[src/rtl/cpu_pkg.sv]
// Shared types and constants for the instruction fetch stage.
// Holds the fetch FSM state type, the reset PC default and the PC increment.
package cpu_pkg;

    localparam int XLEN = 32;

    // Fetch FSM states, 2-bit encoding.
    typedef enum logic [1:0] {
        IDLE  = 2'd0,
        FETCH = 2'd1,
        HOLD  = 2'd2,
        DRAIN = 2'd3
    } fetch_state_t;

    localparam logic [XLEN-1:0] RESET_PC_DEFAULT = 32'h0000_0000;
    localparam logic [XLEN-1:0] PC_INC           = 32'd4;

    // Sequential PC; wraps naturally at 32 bits (32'hFFFF_FFFC -> 0).
    function automatic logic [XLEN-1:0] next_pc(input logic [XLEN-1:0] pc);
        return pc + PC_INC;
    endfunction

endpackage

[src/rtl/fetch_skid.sv]
// One-entry skid buffer holding an instruction and its PC while decode stalls.
// Clear has priority over load; unload empties the entry.
module fetch_skid
    import cpu_pkg::*;
(
    input  logic            clk,
    input  logic            reset,
    input  logic            load_i,
    input  logic            unload_i,
    input  logic            clear_i,
    input  logic [XLEN-1:0] data_i,
    input  logic [XLEN-1:0] pc_i,
    output logic [XLEN-1:0] data_o,
    output logic [XLEN-1:0] pc_o,
    output logic            valid_o
);

    logic [XLEN-1:0] data_q;
    logic [XLEN-1:0] pc_q;
    logic            valid_q;

    // Capture on load, drop on clear or unload.
    always_ff @(posedge clk) begin
        if (reset) begin
            data_q  <= '0;
            pc_q    <= '0;
            valid_q <= 1'b0;
        end else if (clear_i) begin
            valid_q <= 1'b0;
        end else if (load_i) begin
            data_q  <= data_i;
            pc_q    <= pc_i;
            valid_q <= 1'b1;
        end else if (unload_i) begin
            valid_q <= 1'b0;
        end
    end

    assign data_o  = data_q;
    assign pc_o    = pc_q;
    assign valid_o = valid_q;

endmodule

[src/rtl/fetch_stage.sv]
// Instruction fetch stage: drives the instruction memory request, forwards
// fetched instructions to decode, absorbs decode stalls with a one-entry skid
// buffer and handles execute redirects (draining any outstanding request).
// Optional feature macro: FETCH_PERF_CNT_EN adds the stall_cycles counter.
module fetch_stage
    import cpu_pkg::*;
#(
    parameter logic [31:0] RESET_PC = RESET_PC_DEFAULT
) (
    input  logic        clk,
    input  logic        reset,
    output logic        imem_req,
    output logic [31:0] imem_addr,
    input  logic        imem_ack,
    input  logic [31:0] imem_rdata,
    input  logic        StallD,
    input  logic        BranchTakenE,
    input  logic [31:0] BranchTargetE,
    output logic [31:0] InstrD,
    output logic [31:0] PCD,
`ifdef FETCH_PERF_CNT_EN
    output logic [31:0] stall_cycles,
`endif
    output logic        ValidD
);

    fetch_state_t state_q, state_d;
    logic [31:0]  pc_q, pc_d;
    logic [31:0]  instr_q, instr_d;
    logic [31:0]  pcd_q, pcd_d;
    logic         valid_q, valid_d;
    logic [31:0]  drain_addr_q, drain_addr_d;

    logic         skid_load, skid_unload, skid_clear;
    logic [31:0]  skid_data, skid_pc;
    logic         skid_valid;
    logic         slot_free;

    fetch_skid u_skid (
        .clk      (clk),
        .reset    (reset),
        .load_i   (skid_load),
        .unload_i (skid_unload),
        .clear_i  (skid_clear),
        .data_i   (imem_rdata),
        .pc_i     (pc_q),
        .data_o   (skid_data),
        .pc_o     (skid_pc),
        .valid_o  (skid_valid)
    );

    // Decode can take a new instruction when it is empty or not stalled.
    assign slot_free = !valid_q || !StallD;

    // Request goes out in FETCH and DRAIN; DRAIN keeps the pre-redirect address
    // so the address stays stable until the outstanding access completes.
    always_comb begin
        imem_req  = (state_q == FETCH) || (state_q == DRAIN);
        imem_addr = (state_q == DRAIN) ? drain_addr_q : pc_q;
    end

    // Next-state logic for the FSM, PC, decode outputs and skid control.
    always_comb begin
        state_d      = state_q;
        pc_d         = pc_q;
        instr_d      = instr_q;
        pcd_d        = pcd_q;
        valid_d      = valid_q;
        drain_addr_d = drain_addr_q;
        skid_load    = 1'b0;
        skid_unload  = 1'b0;
        skid_clear   = 1'b0;

        // Decode consumed the current instruction; refilled below if data arrives.
        if (valid_q && !StallD) begin
            valid_d = 1'b0;
        end

        case (state_q)
            IDLE: begin
                state_d = FETCH;
            end
            FETCH: begin
                if (imem_ack) begin
                    pc_d = next_pc(pc_q);
                    if (slot_free) begin
                        instr_d = imem_rdata;
                        pcd_d   = pc_q;
                        valid_d = 1'b1;
                    end else begin
                        skid_load = 1'b1;
                        state_d   = HOLD;
                    end
                end
            end
            HOLD: begin
                if (!StallD) begin
                    if (skid_valid) begin
                        instr_d = skid_data;
                        pcd_d   = skid_pc;
                        valid_d = 1'b1;
                    end
                    skid_unload = 1'b1;
                    state_d     = FETCH;
                end
            end
            DRAIN: begin
                // The stale response is dropped; resume at the redirected PC.
                if (imem_ack) begin
                    state_d = FETCH;
                end
            end
            default: begin
                state_d = IDLE;
            end
        endcase

        // A redirect overrides stalls and any fetch result this cycle. If the
        // memory still owes us a response, wait for it in DRAIN; an ack that
        // lands in DRAIN together with a new redirect completes the drain.
        if (BranchTakenE) begin
            pc_d        = BranchTargetE;
            instr_d     = instr_q;
            pcd_d       = pcd_q;
            valid_d     = 1'b0;
            skid_load   = 1'b0;
            skid_unload = 1'b0;
            skid_clear  = 1'b1;
            if (state_q == FETCH && !imem_ack) begin
                drain_addr_d = pc_q;
                state_d      = DRAIN;
            end else if (state_q == DRAIN && !imem_ack) begin
                state_d = DRAIN;
            end else begin
                state_d = FETCH;
            end
        end
    end

    // State registers.
    always_ff @(posedge clk) begin
        if (reset) begin
            state_q      <= IDLE;
            pc_q         <= RESET_PC;
            instr_q      <= '0;
            pcd_q        <= '0;
            valid_q      <= 1'b0;
            drain_addr_q <= '0;
        end else begin
            state_q      <= state_d;
            pc_q         <= pc_d;
            instr_q      <= instr_d;
            pcd_q        <= pcd_d;
            valid_q      <= valid_d;
            drain_addr_q <= drain_addr_d;
        end
    end

    assign InstrD = instr_q;
    assign PCD    = pcd_q;
    assign ValidD = valid_q;

`ifdef FETCH_PERF_CNT_EN
    logic [31:0] stall_cnt_q;

    // Count cycles spent in HOLD or DRAIN, saturating at all-ones.
    always_ff @(posedge clk) begin
        if (reset) begin
            stall_cnt_q <= '0;
        end else if ((state_q == HOLD || state_q == DRAIN) && (stall_cnt_q != 32'hFFFF_FFFF)) begin
            stall_cnt_q <= stall_cnt_q + 32'd1;
        end
    end

    assign stall_cycles = stall_cnt_q;
`endif

endmodule

[config.mk]
export PLATFORM = sky130hd
export DESIGN_NAME = fetch_stage
export DESIGN_NICKNAME = d
export VERILOG_FILES = /design/src/rtl/cpu_pkg.sv /design/src/rtl/fetch_skid.sv /design/src/rtl/fetch_stage.sv
export SDC_FILE = /design/constraint.sdc
export NUM_CORES = 1
export LEC_CHECK = 0
export BUFFER_PORTS_ARGS = -buffer_cell sky130_fd_sc_hd__clkbuf_2
export CAP_MARGIN = 20
export CORE_UTILIZATION = 60
export DETAILED_ROUTE_END_ITERATION = 8
export PLACE_DENSITY = 0.86
export SLEW_MARGIN = 20
export SYNTH_ARGS = -nofsm -noshare
export SYNTH_HDL_FRONTEND = slang
export SYNTH_SLANG_ARGS = --single-unit
export TNS_END_PERCENT = 1
[constraint.sdc]
create_clock -name clk -period 3.7 [get_ports clk]
set_clock_uncertainty 0.15 [all_clocks]
set_input_delay 0.37 -clock clk [delete_from_list [all_inputs] [get_ports clk]]
set_output_delay 0.37 -clock clk [all_outputs]
set_load 0.02 [all_outputs]
-- Word level (Yosys, flattened, before mapping)
Cells that the tools add are included.
- register bits: 196
- bits in latches: 0
- memory bits (writable): 0
- ROM bits: 0
- input port bits: 69
- output and inout bits: 98
- logic and storage cells: 81
- memories kept: 0
- $add $sub $neg: 1
- multipliers: 0
- divide/modulo/power cells: 0
- order comparisons: 0
- equal/unequal tests: 11
- shift operators: 0
- muxes and demuxes: 38
- bitwise operators: 2
- reduce and logical (&&, ||, !) cells: 20
- operators by type and width (kind ; count):
    $mux W32 ; 12
    $pmux W32 S2 ; 2
    $add A32 B3 Y32 const B ; 1
    $mux W1 ; 15
    $mux W2 ; 7
    $ne A3 B3 Y1 const B ; 4
    $pmux W2 S4 ; 1
    $reduce_bool A2 Y1 ; 4
    $ne A2 B2 Y1 const B ; 3
    $reduce_and A2 Y1 ; 3
    $reduce_and A6 Y1 ; 1
    $eq A2 B2 Y1 const B ; 2
    $reduce_and A4 Y1 ; 1
    $reduce_or A2 Y1 ; 2
    $logic_and A1 B1 Y1 ; 3
    $logic_not A1 Y1 ; 3
    $eq A2 B1 Y1 const B ; 1
    $logic_not A2 Y1 ; 1
    $logic_or A1 B1 Y1 ; 2
    $ne A2 B1 Y1 const B ; 1
    $not A1 Y1 ; 2
    $pmux W1 S2 ; 1

-- Logic depth before layout (Yosys ltp)
- depth after elaboration: 7
- mapped depth: 9
- gate-level depth less buffers: 6

-- By module
Synthesis repeated with hierarchy kept, for this count alone.
- cell total of the unflattened synthesis: 1073
- area, all modules: 9613.0 um^2
- modules (own cells, without submodules) (module ; times used ; cells each ; area an instance (um^2) ; seq. area each (um^2)):
    fetch_stage ; 1 ; 777 ; 6580.1 ; 2622.5
    fetch_skid ; 1 ; 296 ; 3032.9 ; 1301.2

-- Worst setup path after synthesis
Ideal clock, no wire load.
- path type: register to register
- from: register state_q[1]
- to: register pc_q[30]
- library setup time: 115 ps
- data arrival time: 2001 ps
- required time: 3435 ps
- path slack: 1435 ps
- cell stages (with the launch flop): 8
- path buffers: 1
- period minus slack after synthesis: 2265 ps
- cell sequence: dfxtp_1 inv_1 ha_1 buf_2 nand3_1 or4_1 o41a_1 a2111oi_0
- longest elaborated chain between the ends: 3
- ends and longest elaborated chain (item ; line ; text):
    from (decl) ; fetch_stage.sv:27 ; fetch_state_t state_q, state_d;
    from (signal assigned) ; fetch_stage.sv:150 ; state_q <= state_d;
    $eq A2 B1 Y1 ; fetch_stage.sv:79 ; case (state_q)
    $reduce_bool A2 Y1 (no line) ; n/a ;
    $reduce_and A2 Y1 (no line) ; n/a ;
    to (signal assigned) ; fetch_stage.sv:151 ; pc_q <= pc_d;
    to (decl) ; fetch_stage.sv:28 ; logic [31:0] pc_q, pc_d;
No other way between the ends.
A chain may end at the register's enable or synchronous reset.

-- Worst setup path after layout
Ends and elaborated chain as after synthesis.

==> out/qor.csv <==
stage;metric;value;unit
synthesis;post-synth top area cell;dfxtp_1;
synthesis;most instantiated cells after synthesis;nand2_1, dfxtp_1, a21oi_1;
worst_setup_path;Max stage delay on crit path;640;ps
floorplanning;Die Ht;121.8;µm
timing;Setup Viol. Count Final;0;
detailed_routing;via count;7662;
synthesis;ys async rst share;0;%
clocking;root buf cell;clkbuf_16;
detailed_routing;DRT iter0 DRCs;650;
global_routing;vias in the first global route;6925;
clocking;post-CTS setup buffers;0;
synthesis;Syn Nets;1102;
timing;RSZ-0062 raised after global routing;no;
global_routing;GRT Overall Usage;28.44;%
clocking;post-CTS sizing;0;
placed_design;number of I/O port buffers;166;
global_routing;initial antenna violation count;0;
synthesis;Post-synth EDFFs;0;
timing;Final period util;77.13;%
synthesis;most used flip-flop cell after synthesis;dfxtp_1;
floorplanning;CORE AREA;13930;µm²
placed_design;DP HPWL;13410;µm
timing;worst slew pin tran;1006;ps
pwr;PwrDens;508.8;nW/µm²
worst_setup_path;startpoint class of the critical path;flop;
pwr;leak pwr;3.683;nW
worst_setup_path;Required @ worst endpoint;3860;ps
clocking;total CTS buffers;17;
detailed_routing;drt drc;0;
detailed_routing;DRT Pass-1 Iters;5;
timing;Max Slew Vio Count;0;
finish;Fillers;1046;
floorplanning;DIE WIDTH;121.8;µm
floorplanning;full die area;14840;µm²
detailed_routing;vias per cell;5.809;
timing;Setup TNS;0;ps
finish;Layout area overhead;17.62;%
global_routing;largest net degree at the start of global routing;133;
worst_setup_path;Max FO, Critical Path;17;
worst_setup_path;WP data arrival;3020;ps
worst_setup_path;Slowest-stage cell, CP;or4_1;
synthesis;Syn Area/Cell;8.372;µm²
clocking;CTS tree;done;
global_routing;first-pass GRT wire length;33270;µm
detailed_routing;ANT nets after route;0;
detailed_routing;final wirelength;21010;µm
synthesis;Syn. warnings;0;
synthesis;Synth cell types;46;
detailed_routing;WL/cell;15.93;µm
clocking;CTS H-tree depth;4;
floorplanning;initial core utilization;61.82;%
synthesis;Synth area leaders;dfxtp_1, nand2_1, mux2i_1, a211oi_1, a21oi_1;
job;max-cap violations;0;
synthesis;Cell Area, Synth;8615;µm²
finish;share of cells above drive strength 1;22.12;%
floorplanning;Cell Rows;43;
finish;NumNets Final;1199;
clocking;Clock Latency Late Sink;430;ps
finish;antenna fix cells;0;
run_status;outcome;complete, no violations;
worst_setup_path;Worst setup EP type;flop;
worst_setup_path;Setup CP Type;reg2reg;
synthesis;Seq/Total Area, Yosys;45.55;%
global_routing;gr ovfl total;0;
pwr;maximum vdd drop;0.3708;mV
synthesis;Synth Instances;1029;
synthesis;Synth top area share;45.55;%
synthesis;synthesized flop and latch total;196;
clocking;hold buffers post-CTS;0;
timing;f_max;350.4;MHz
worst_hold_path;hold crit path type;in2reg;
timing;Final Critical Period;2854;ps
floorplanning;I/O pin cnt;167;
worst_setup_path;critical-path cell list;inv_1 -> ha_1 -> nand3_1 -> or4_1 -> o41a_1 -> a2111oi_0;
pwr;total chip power;0.005155;W
clocking;Clk pin slew, worst setup/hold paths;70;ps
synthesis;most common cell in the netlist;nand2_1;
timing;relative slew slack;32.91;%
worst_setup_path;setup slack, reg-to-reg;850;ps
clocking;Num Clock Sinks;196;
clocking;Clock Path Buffers;2;
timing;final hold vios;0;
placed_design;GPL Wtd Cong;0.8621;
## registers in the layout, summed over array words and instances, names as in the netlist
register	flops
InstrD	32
PCD	32
ValidD	1
drain_addr_q	32
pc_q	32
state_q	2
u_skid.data_o	32
u_skid.pc_o	32
u_skid.valid_o	1
## placed cells by master, fill, tap and decap left out, types with 6 or more instances in the layout
cell type	instances
nand2_1	212
dfxtp_1	196
clkbuf_2	165
a21oi_1	102
nor2_1	97
a211oi_1	76
mux2i_1	66
mux2_2	30
clkbuf_16	17
nand3_1	15
or4_1	13
inv_1	12
o21ai_0	11
buf_4	11
a311oi_1	10
nand4_1	9
nor4_1	8
and4_1	6
o31ai_1	6
xnor2_1	6
## worst max-delay path, delay by kind of cell (launching register included)
kind / cells / cell delay, ps
DFF: 1 / 350
buffers and inverters: 1 / 70
AOI/OAI and AO/OA: 2 / 720
adders and majority gates: 1 / 520
and+or+nand+nor: 2 / 920
## per-layer routing
metal	vias to the layer above	GRT usage, %	share of wire [%]	routed length (µm)
li1	3795	-	-	-
met1	3572	36.94	45	9541
met2	266	46.89	47	9864
met3	29	5.197	5.9	1231
met4	0	10.65	1.8	377
met5	-	0	0	0
## cell type report
class,instances,area [µm²],area share [%]
clock buffers,21,470.5,4.643
clock inverters,11,196.4,1.939
multi-input cells,719,4292,42.36
repair buffers,180,979.7,9.669
well taps,180,225.2,2.223
flip-flops and latches,196,3924,38.73
inverters,12,45.04,0.4446
## per-stage QoR
stage                     std cells  setup slack, ps  hold slack, ps  utilization, %  area, µm²
final                          1319            846.2           19.56           72.71      10130
after global routing           1319            652.0           16.69           72.71      10130
after CTS                      1319            852.1           8.158           72.71      10130
after detailed placement       1287            869.1           296.2           67.93       9465
after global placement         1287            999.6           288.1           67.93       9465
after floorplan                1029             1435           282.9               -       8615
## path summary, 6_finish.rpt
check / startpoint / to / depth (start not counted)
setup / recovery: state_q[1] / pc_q[30] / 6
setup reg to reg: state_q[1] / pc_q[30] / 6
hold reg to reg: u_skid.pc_o[30] / u_skid.pc_o[30] / 2
hold / removal: imem_rdata[1] / u_skid.data_o[1] / 3
## kinds of logic (layout without fill, tap and decap cells)
group           after synthesis  in the layout  share of synthesized area (%)
compound gates              228            228                          17.11
xor+xnor                     11             11                          1.118
fa+ha+maj                     4              4                         0.5810
buf+inv                     114            224                          5.098
flops                       196            196                          45.55
mux                          96             96                          11.59
simple gates                380            380                          18.95
## report_power, final
group	leakage, nW	total, W	internal [W]	switching, W
logic	1.77	0.000758	0.000291	0.000467
registers	1.60	0.00233	0.00222	0.000108
clock network	0.320	0.00207	0.00126	0.000809
No activity file was read; power rests on OpenSTA's default activity.
